$ cat src/rtl/dsc_pkg.sv
// Shared types and defaults for the DSC slice scheduler.
package dsc_pkg;

    localparam int DIM_W_DEF       = 13;
    localparam int TIMEOUT_CYC_DEF = 65535;

    typedef enum logic [1:0] {
        ST_IDLE  = 2'd0,
        ST_ISSUE = 2'd1,
        ST_WAIT  = 2'd2,
        ST_DONE  = 2'd3
    } sched_state_e;

endpackage

$ cat src/rtl/dsc_slice_walker.sv
// Raster walker: latched frame geometry, current slice origin and the
// registered clipped size / last flag of the descriptor being offered.
module dsc_slice_walker
    import dsc_pkg::*;
#(
    parameter int DIM_W = DIM_W_DEF
) (
    input  logic             clk,
    input  logic             rst_n,
    input  logic             load,
    input  logic             advance,
    input  logic [DIM_W-1:0] cfg_pic_w,
    input  logic [DIM_W-1:0] cfg_pic_h,
    input  logic [DIM_W-1:0] cfg_slice_w,
    input  logic [DIM_W-1:0] cfg_slice_h,
    output logic [DIM_W-1:0] slc_x,
    output logic [DIM_W-1:0] slc_y,
    output logic [DIM_W-1:0] slc_w,
    output logic [DIM_W-1:0] slc_h,
    output logic             slc_last
);

    logic [DIM_W-1:0] pic_w_q, pic_h_q, slice_w_q, slice_h_q;
    logic [DIM_W-1:0] pic_w_d, pic_h_d, slice_w_d, slice_h_d;
    logic [DIM_W-1:0] x_q, y_q, w_q, h_q;
    logic [DIM_W-1:0] x_d, y_d, w_d, h_d;
    logic             last_q, last_d;
    logic [DIM_W:0]   rem_w, rem_h;
    logic             row_end;

    assign row_end = ({1'b0, x_q} + {1'b0, slice_w_q}) >= {1'b0, pic_w_q};

    // Size and last are derived from the next origin so they land in the
    // same cycle as the origin they describe.
    always_comb begin
        pic_w_d   = pic_w_q;
        pic_h_d   = pic_h_q;
        slice_w_d = slice_w_q;
        slice_h_d = slice_h_q;
        x_d       = x_q;
        y_d       = y_q;
        if (load) begin
            pic_w_d   = cfg_pic_w;
            pic_h_d   = cfg_pic_h;
            slice_w_d = cfg_slice_w;
            slice_h_d = cfg_slice_h;
            x_d       = '0;
            y_d       = '0;
        end else if (advance) begin
            if (row_end) begin
                x_d = '0;
                y_d = y_q + slice_h_q;
            end else begin
                x_d = x_q + slice_w_q;
            end
        end
        rem_w  = {1'b0, pic_w_d} - {1'b0, x_d};
        rem_h  = {1'b0, pic_h_d} - {1'b0, y_d};
        w_d    = ({1'b0, slice_w_d} < rem_w) ? slice_w_d : rem_w[DIM_W-1:0];
        h_d    = ({1'b0, slice_h_d} < rem_h) ? slice_h_d : rem_h[DIM_W-1:0];
        last_d = (({1'b0, x_d} + {1'b0, slice_w_d}) >= {1'b0, pic_w_d}) &&
                 (({1'b0, y_d} + {1'b0, slice_h_d}) >= {1'b0, pic_h_d});
    end

    always_ff @(posedge clk) begin
        if (!rst_n) begin
            pic_w_q   <= '0;
            pic_h_q   <= '0;
            slice_w_q <= '0;
            slice_h_q <= '0;
            x_q       <= '0;
            y_q       <= '0;
            w_q       <= '0;
            h_q       <= '0;
            last_q    <= 1'b0;
        end else begin
            pic_w_q   <= pic_w_d;
            pic_h_q   <= pic_h_d;
            slice_w_q <= slice_w_d;
            slice_h_q <= slice_h_d;
            x_q       <= x_d;
            y_q       <= y_d;
            w_q       <= w_d;
            h_q       <= h_d;
            last_q    <= last_d;
        end
    end

    assign slc_x    = x_q;
    assign slc_y    = y_q;
    assign slc_w    = w_q;
    assign slc_h    = h_q;
    assign slc_last = last_q;

endmodule

$ cat src/rtl/dsc_slice_scheduler.sv
// Frame-level slice scheduler FSM: issues raster-ordered slice descriptors.
// Optional WAIT watchdog is enabled by defining DSC_SLICE_TIMEOUT_EN.
module dsc_slice_scheduler
    import dsc_pkg::*;
#(
    parameter int DIM_W       = DIM_W_DEF,
    parameter int TIMEOUT_CYC = TIMEOUT_CYC_DEF
) (
    input  logic             clk,
    input  logic             rst_n,
    input  logic             cfg_valid,
    output logic             cfg_ready,
    input  logic [DIM_W-1:0] cfg_pic_w,
    input  logic [DIM_W-1:0] cfg_pic_h,
    input  logic [DIM_W-1:0] cfg_slice_w,
    input  logic [DIM_W-1:0] cfg_slice_h,
    input  logic             abort,
    output logic             slc_valid,
    input  logic             slc_ready,
    output logic [DIM_W-1:0] slc_x,
    output logic [DIM_W-1:0] slc_y,
    output logic [DIM_W-1:0] slc_w,
    output logic [DIM_W-1:0] slc_h,
    output logic             slc_last,
    input  logic             slc_done,
    output logic             frm_done,
    output logic             err,
    output logic             busy
);

    sched_state_e state_q, state_d;
    logic load, advance, cfg_ok, timeout_hit;
    logic slc_valid_d, cfg_ready_d, frm_done_d, err_d, busy_d;
    logic slc_valid_q, cfg_ready_q, frm_done_q, err_q, busy_q;

    assign cfg_ok = (|cfg_pic_w) && (|cfg_pic_h) && (|cfg_slice_w) && (|cfg_slice_h) &&
                    (cfg_slice_w <= cfg_pic_w) && (cfg_slice_h <= cfg_pic_h);

`ifdef DSC_SLICE_TIMEOUT_EN
    logic [31:0] wd_cnt_q, wd_cnt_d;

    // Counter sits at zero outside WAIT, so every WAIT entry starts fresh.
    assign wd_cnt_d    = (state_q == ST_WAIT) ? wd_cnt_q + 32'd1 : 32'd0;
    assign timeout_hit = (state_q == ST_WAIT) && !slc_done &&
                         (wd_cnt_q == 32'(TIMEOUT_CYC - 1));

    always_ff @(posedge clk) begin
        if (!rst_n) wd_cnt_q <= '0;
        else        wd_cnt_q <= wd_cnt_d;
    end
`else
    // Watchdog compiled out: WAIT never expires.
    assign timeout_hit = (TIMEOUT_CYC < 0);
`endif

    always_ff @(posedge clk) begin
        if (!rst_n) state_q <= ST_IDLE;
        else        state_q <= state_d;
    end

    always_comb begin
        state_d = state_q;
        load    = 1'b0;
        advance = 1'b0;
        case (state_q)
            ST_IDLE: begin
                if (cfg_valid) begin
                    load = 1'b1;
                    if (cfg_ok) state_d = ST_ISSUE;
                end
            end
            ST_ISSUE: begin
                if (abort)          state_d = ST_IDLE;
                else if (slc_ready) state_d = ST_WAIT;
            end
            ST_WAIT: begin
                if (abort) begin
                    state_d = ST_IDLE;
                end else if (slc_done) begin
                    if (slc_last) begin
                        state_d = ST_DONE;
                    end else begin
                        advance = 1'b1;
                        state_d = ST_ISSUE;
                    end
                end else if (timeout_hit) begin
                    state_d = ST_IDLE;
                end
            end
            default: state_d = ST_IDLE;
        endcase
    end

    always_comb begin
        slc_valid_d = (state_d == ST_ISSUE);
        cfg_ready_d = (state_d == ST_IDLE);
        busy_d      = (state_d != ST_IDLE);
        frm_done_d  = (state_q == ST_DONE) && !abort;
        err_d       = ((state_q == ST_IDLE) && cfg_valid && !cfg_ok) ||
                      (timeout_hit && !abort);
    end

    always_ff @(posedge clk) begin
        if (!rst_n) begin
            slc_valid_q <= 1'b0;
            cfg_ready_q <= 1'b1;
            frm_done_q  <= 1'b0;
            err_q       <= 1'b0;
            busy_q      <= 1'b0;
        end else begin
            slc_valid_q <= slc_valid_d;
            cfg_ready_q <= cfg_ready_d;
            frm_done_q  <= frm_done_d;
            err_q       <= err_d;
            busy_q      <= busy_d;
        end
    end

    dsc_slice_walker #(.DIM_W(DIM_W)) u_walker (
        .clk        (clk),
        .rst_n      (rst_n),
        .load       (load),
        .advance    (advance),
        .cfg_pic_w  (cfg_pic_w),
        .cfg_pic_h  (cfg_pic_h),
        .cfg_slice_w(cfg_slice_w),
        .cfg_slice_h(cfg_slice_h),
        .slc_x      (slc_x),
        .slc_y      (slc_y),
        .slc_w      (slc_w),
        .slc_h      (slc_h),
        .slc_last   (slc_last)
    );

    assign slc_valid = slc_valid_q;
    assign cfg_ready = cfg_ready_q;
    assign frm_done  = frm_done_q;
    assign err       = err_q;
    assign busy      = busy_q;

endmodule

$ cat config.mk
export PLATFORM = sky130hd
export DESIGN_NAME = dsc_slice_scheduler
export DESIGN_NICKNAME = d
export VERILOG_FILES = /design/src/rtl/dsc_pkg.sv /design/src/rtl/dsc_slice_walker.sv /design/src/rtl/dsc_slice_scheduler.sv
export SDC_FILE = /design/constraint.sdc
export NUM_CORES = 1
export LEC_CHECK = 0
export BUFFER_PORTS_ARGS = -buffer_cell sky130_fd_sc_hd__clkbuf_2
export CORE_MARGIN = 2
export CORE_UTILIZATION = 50
export DETAILED_ROUTE_END_ITERATION = 10
export GPL_ROUTABILITY_DRIVEN = 0
export GPL_TIMING_DRIVEN = 0
export HOLD_SLACK_MARGIN = 0.08
export PLACE_DENSITY = 0.7
export REMOVE_ABC_BUFFERS = 1
export SYNTH_ARGS = -nofsm -noshare
export SYNTH_HDL_FRONTEND = slang
export SYNTH_HIERARCHICAL = 1
export SYNTH_SLANG_ARGS = --single-unit
$ cat constraint.sdc
create_clock -name clk -period 15.4 [get_ports clk]
set_input_delay 3.08 -clock clk [delete_from_list [all_inputs] [get_ports clk]]
set_output_delay 3.08 -clock clk [all_outputs]
set_load 0.02 [all_outputs]
==> results by group <==
Yosys
  • Post-Synth XOR/XNOR Area: 5.34%
  • Multiplexer share of the synthesized area: 6.86%
  • Mapped Area: 9680 um2
  • Adder-Cell Fraction of Synth Area: 22.3%
  • Gate Count Post-Synth: 1158
  • Seq/Total Area, Yosys: 23.2%
  • Ys async rst share: 0%
  • Yosys warnings: 6
  • Post-Synth Simple-Gate Area: 17.4%
  • Number of synthesized flops with an enable pin: 0
  • Main combinational cell family by area after synthesis: adder cells
  • Yosys reg bits: 112
  • Post-synthesis compound-gate area fraction: 19.3%
  • Unique masters post-synth: 76
  • Mean Syn Cell Area: 8.36 um2
  • Top FF cell, synth: dfxtp_1

Clocking
  • Bufs on Longest Clock Path: 2
  • Clk pin slew, worst setup/hold paths: 0.08 ns
  • Worst-Skew Late Latency: 0.37 ns
  • H-tree depth: 3
  • CTS Buf Count: 9
  • Post-CTS setup buffers: 0
  • TritonCTS clock tree: done
  • CTS root buf: clkbuf_16
  • PostCTS Resize Cnt: 0
  • Clock Sinks: 112
  • Post-CTS Hold Buffers: 0

STA
  • Tightest Pin Transition: 1.05 ns
  • RSZ-0062 raised after global routing: false
  • Fmax achieved: 112 MHz
  • Worst Slack Setup Final: 6.47 ns
  • Pins Over Slew Limit: 0
  • Post-route minimum period: 8.93 ns
  • Layout Skew: 0.0134 ns
  • Period utilization: 58.0%
  • Final Hold Slack: 0.524 ns
  • Final setup violation count: 0
  • Fin. Hold Viols: 0
  • Slew headroom: 29.8%

Routing
  • Routed len/inst: 16.9 um
  • DR pass1 iterations: 5
  • Starting DRC count in detailed routing: 443
  • Via Count: 8641
  • ANT nets after route: 0
  • Final wirelength: 25.8 mm
  • Vias per std cell: 5.66
  • Residual DRC: 0

Pwr
  • Sw frac: 35.8%
  • Pint: 0.584 mW
  • Reg power frac: 35.4%
  • VDD IR max: 0.0558 mV
  • Lkg Pwr: 5.31 nW
  • Switch Pwr: 0.326 mW
  • Clk pwr share: 27.3%
  • Combinational fraction of design power: 37.3%
  • Cell area power density: 83.6 nW/um2

Placement
  • Worst slack at placement: 6.11 ns
  • HPWL after detailed placement: 20.7 mm
  • # port buffers: 115
  • Post-DP Area: 10600 um2
  • Total placed cells including tap cells: 1511

Finish
  • FF+latch area: 2240 um2
  • Commonest non-fill, non-tap cell in the layout: ha_1
  • Commonest non-fill, non-tap cells in the layout: ha_1, clkbuf_2, inv_1, dfxtp_1, nor2_1
  • Fraction of layout cells with a size suffix above 1: 15.5%
  • Antenna Cells: 0
  • Multi-input gate area: 6910 um2
  • Synth-to-layout area growth: 12.4%
  • Fill cell count: 1738
  • Design area: 10900 um2
  • Final cell count without fillers: 1526
  • Final net count: 1490

Worst hold path
  • HP Class: reg2reg

Floorplan
  • Initial core utilization: 51.4%
  • Ports: 116
  • Die width: 143 um
  • Die height: 143 um
  • Die Area: 20500 um2
  • Core Rows: 50
  • Total core area: 18800 um2

Global routing
  • First-pass GRT wire length: 42.1 mm
  • Number of global-route vias before repair: 8549
  • Initial antenna violation count: 0
  • GR Overflow Total: 0
  • Largest net degree at the start of global routing: 73
  • Gr usage total: 26.0%

Setup path
  • Startpoint types: input pin
  • Crit end category: register
  • Worst-path maximum fanout: 14
  • FF-to-FF setup slack: 6.79 ns
  • Critical path required time: 15.61 ns
  • Worst Path Arrival: 9.15 ns
  • Crit Path Category: in2reg

Run
  • Max-Cap Viols: 0

Outcome
  • Status: complete, no violations
-- logic make-up (layout without fill, tap and decap cells) --
family          Yosys count  after routing
buf+inv                 144            252
compound gates          281            281
fa+ha+maj               170            170
flops                   112            112
xor+xnor                 59             59
mux                      63             63
simple gates            329            329
-- cell type report --
class | instances | share of cell area (%)
Clock inverter | 5 | 0.610
Tap cell | 260 | 2.99
Sequential cell | 112 | 20.6
Clock buffer | 10 | 2.20
Timing Repair Buffer | 124 | 6.19
Multi-Input combinational cell | 902 | 63.5
Inverter | 113 | 3.92
-- metrics by stage --
stage | total power [mW] | TNS [ns] | utilization (%)
floorplan | 0.573 | 0 | -
global placement | 0.659 | -88.49 | 55.6
detailed placement | 0.664 | 0 | 56.2
CTS | 0.915 | 0 | 57.8
global route | 0.969 | 0 | 57.8
finish | 0.910 | 0 | 57.8
-- synth_stat cells, types with 4 or more instances --
| cell type | count | area [um2] |
|---|---|---|
| a2111oi_0 | 4 | 35.0 |
| a21oi_1 | 85 | 425 |
| a31oi_1 | 6 | 37.5 |
| nand3_1 | 19 | 95.1 |
| nand2b_1 | 14 | 87.6 |
| and4_1 | 5 | 43.8 |
| nor4_1 | 11 | 68.8 |
| a21o_1 | 28 | 210 |
| a211oi_1 | 22 | 165 |
| nor2_1 | 99 | 372 |
| and3_1 | 5 | 31.3 |
| nor3_1 | 23 | 115 |
| o21ai_0 | 45 | 225 |
| fa_1 | 4 | 80.1 |
| mux2_2 | 27 | 304 |
| o41ai_1 | 4 | 35.0 |
| nor2b_1 | 15 | 93.8 |
| dfxtp_1 | 112 | 2240 |
| a22oi_1 | 6 | 45.0 |
| ha_1 | 166 | 2080 |
| inv_1 | 112 | 420 |
| mux2i_1 | 36 | 360 |
| nand2_1 | 55 | 206 |
| o21bai_1 | 15 | 113 |
| xnor2_1 | 40 | 350 |
| clkbuf_1 | 25 | 93.8 |
| o21a_1 | 5 | 37.5 |
| and2_1 | 30 | 188 |
| a21boi_0 | 4 | 30.0 |
| buf_1 | 6 | 22.5 |
| o31ai_1 | 11 | 82.6 |
| xor2_1 | 19 | 166 |
| or3_1 | 6 | 37.5 |
| nand4_1 | 14 | 87.6 |
| or2_2 | 13 | 81.3 |
| o211ai_1 | 7 | 52.6 |
-- sequential cells by signal, summed over array words and instances (netlist names), 2 cells and up --
register / flops
u_walker/pic_h_q: 13
u_walker/pic_w_q: 13
u_walker/slc_h: 13
u_walker/slc_w: 13
u_walker/slc_x: 13
u_walker/slc_y: 13
u_walker/slice_h_q: 13
u_walker/slice_w_q: 13
state_q: 2
-- worst max-delay path: stages --
cell and delay, ns:
clkbuf_2 0.09, nor2b_1 0.16, nor4bb_2 0.39, buf_4 0.25
nand2_1 0.07, o32a_1 0.40, nand2_1 0.56, mux2i_1 0.16
nor2_1 0.21, inv_1 0.10, ha_1 0.35, a2111oi_0 0.60
nand3_1 0.17, o21ai_0 0.20, o31ai_2 0.19, or4b_1 0.49
and3_4 0.19, ha_1 0.26, o21ai_0 0.09, a21oi_1 0.16
o22ai_1 0.17, nor2_1 0.61, a211oi_1 0.18
-- power groups by stage --
stage               logic, mW  clock network [mW]  registers [mW]
global route            0.380               0.265           0.324
global placement        0.332                   0           0.328
CTS                     0.338               0.255           0.322
detailed placement      0.336                   0           0.328
finish                  0.339               0.249           0.322
floorplan               0.229                   0           0.344
-- path summary, 6_finish.rpt --
kind                                          start             endpoint  depth (start not counted)
worst min register to register  u_walker/pic_h_q[9]  u_walker/pic_h_q[9]                          2
worst max-delay path                       slc_done    u_walker/slc_h[7]                         23
worst min-delay path            u_walker/pic_h_q[9]  u_walker/pic_h_q[9]                          2
worst max register to register    u_walker/slc_x[0]    u_walker/slc_h[7]                         32
-- layer usage --
metal | up-vias | wire, um | GRT usage [%] | part of all wire [%]
li1 | 4371 | - | - | -
met1 | 4033 | 11400 | 32.1 | 44
met2 | 197 | 12800 | 46.8 | 49
met3 | 40 | 997 | 3.29 | 3.9
met4 | 0 | 632 | 8.60 | 2.4
met5 | - | 0 | 0 | 0
Note: power is estimated with default switching activity, not from simulation.
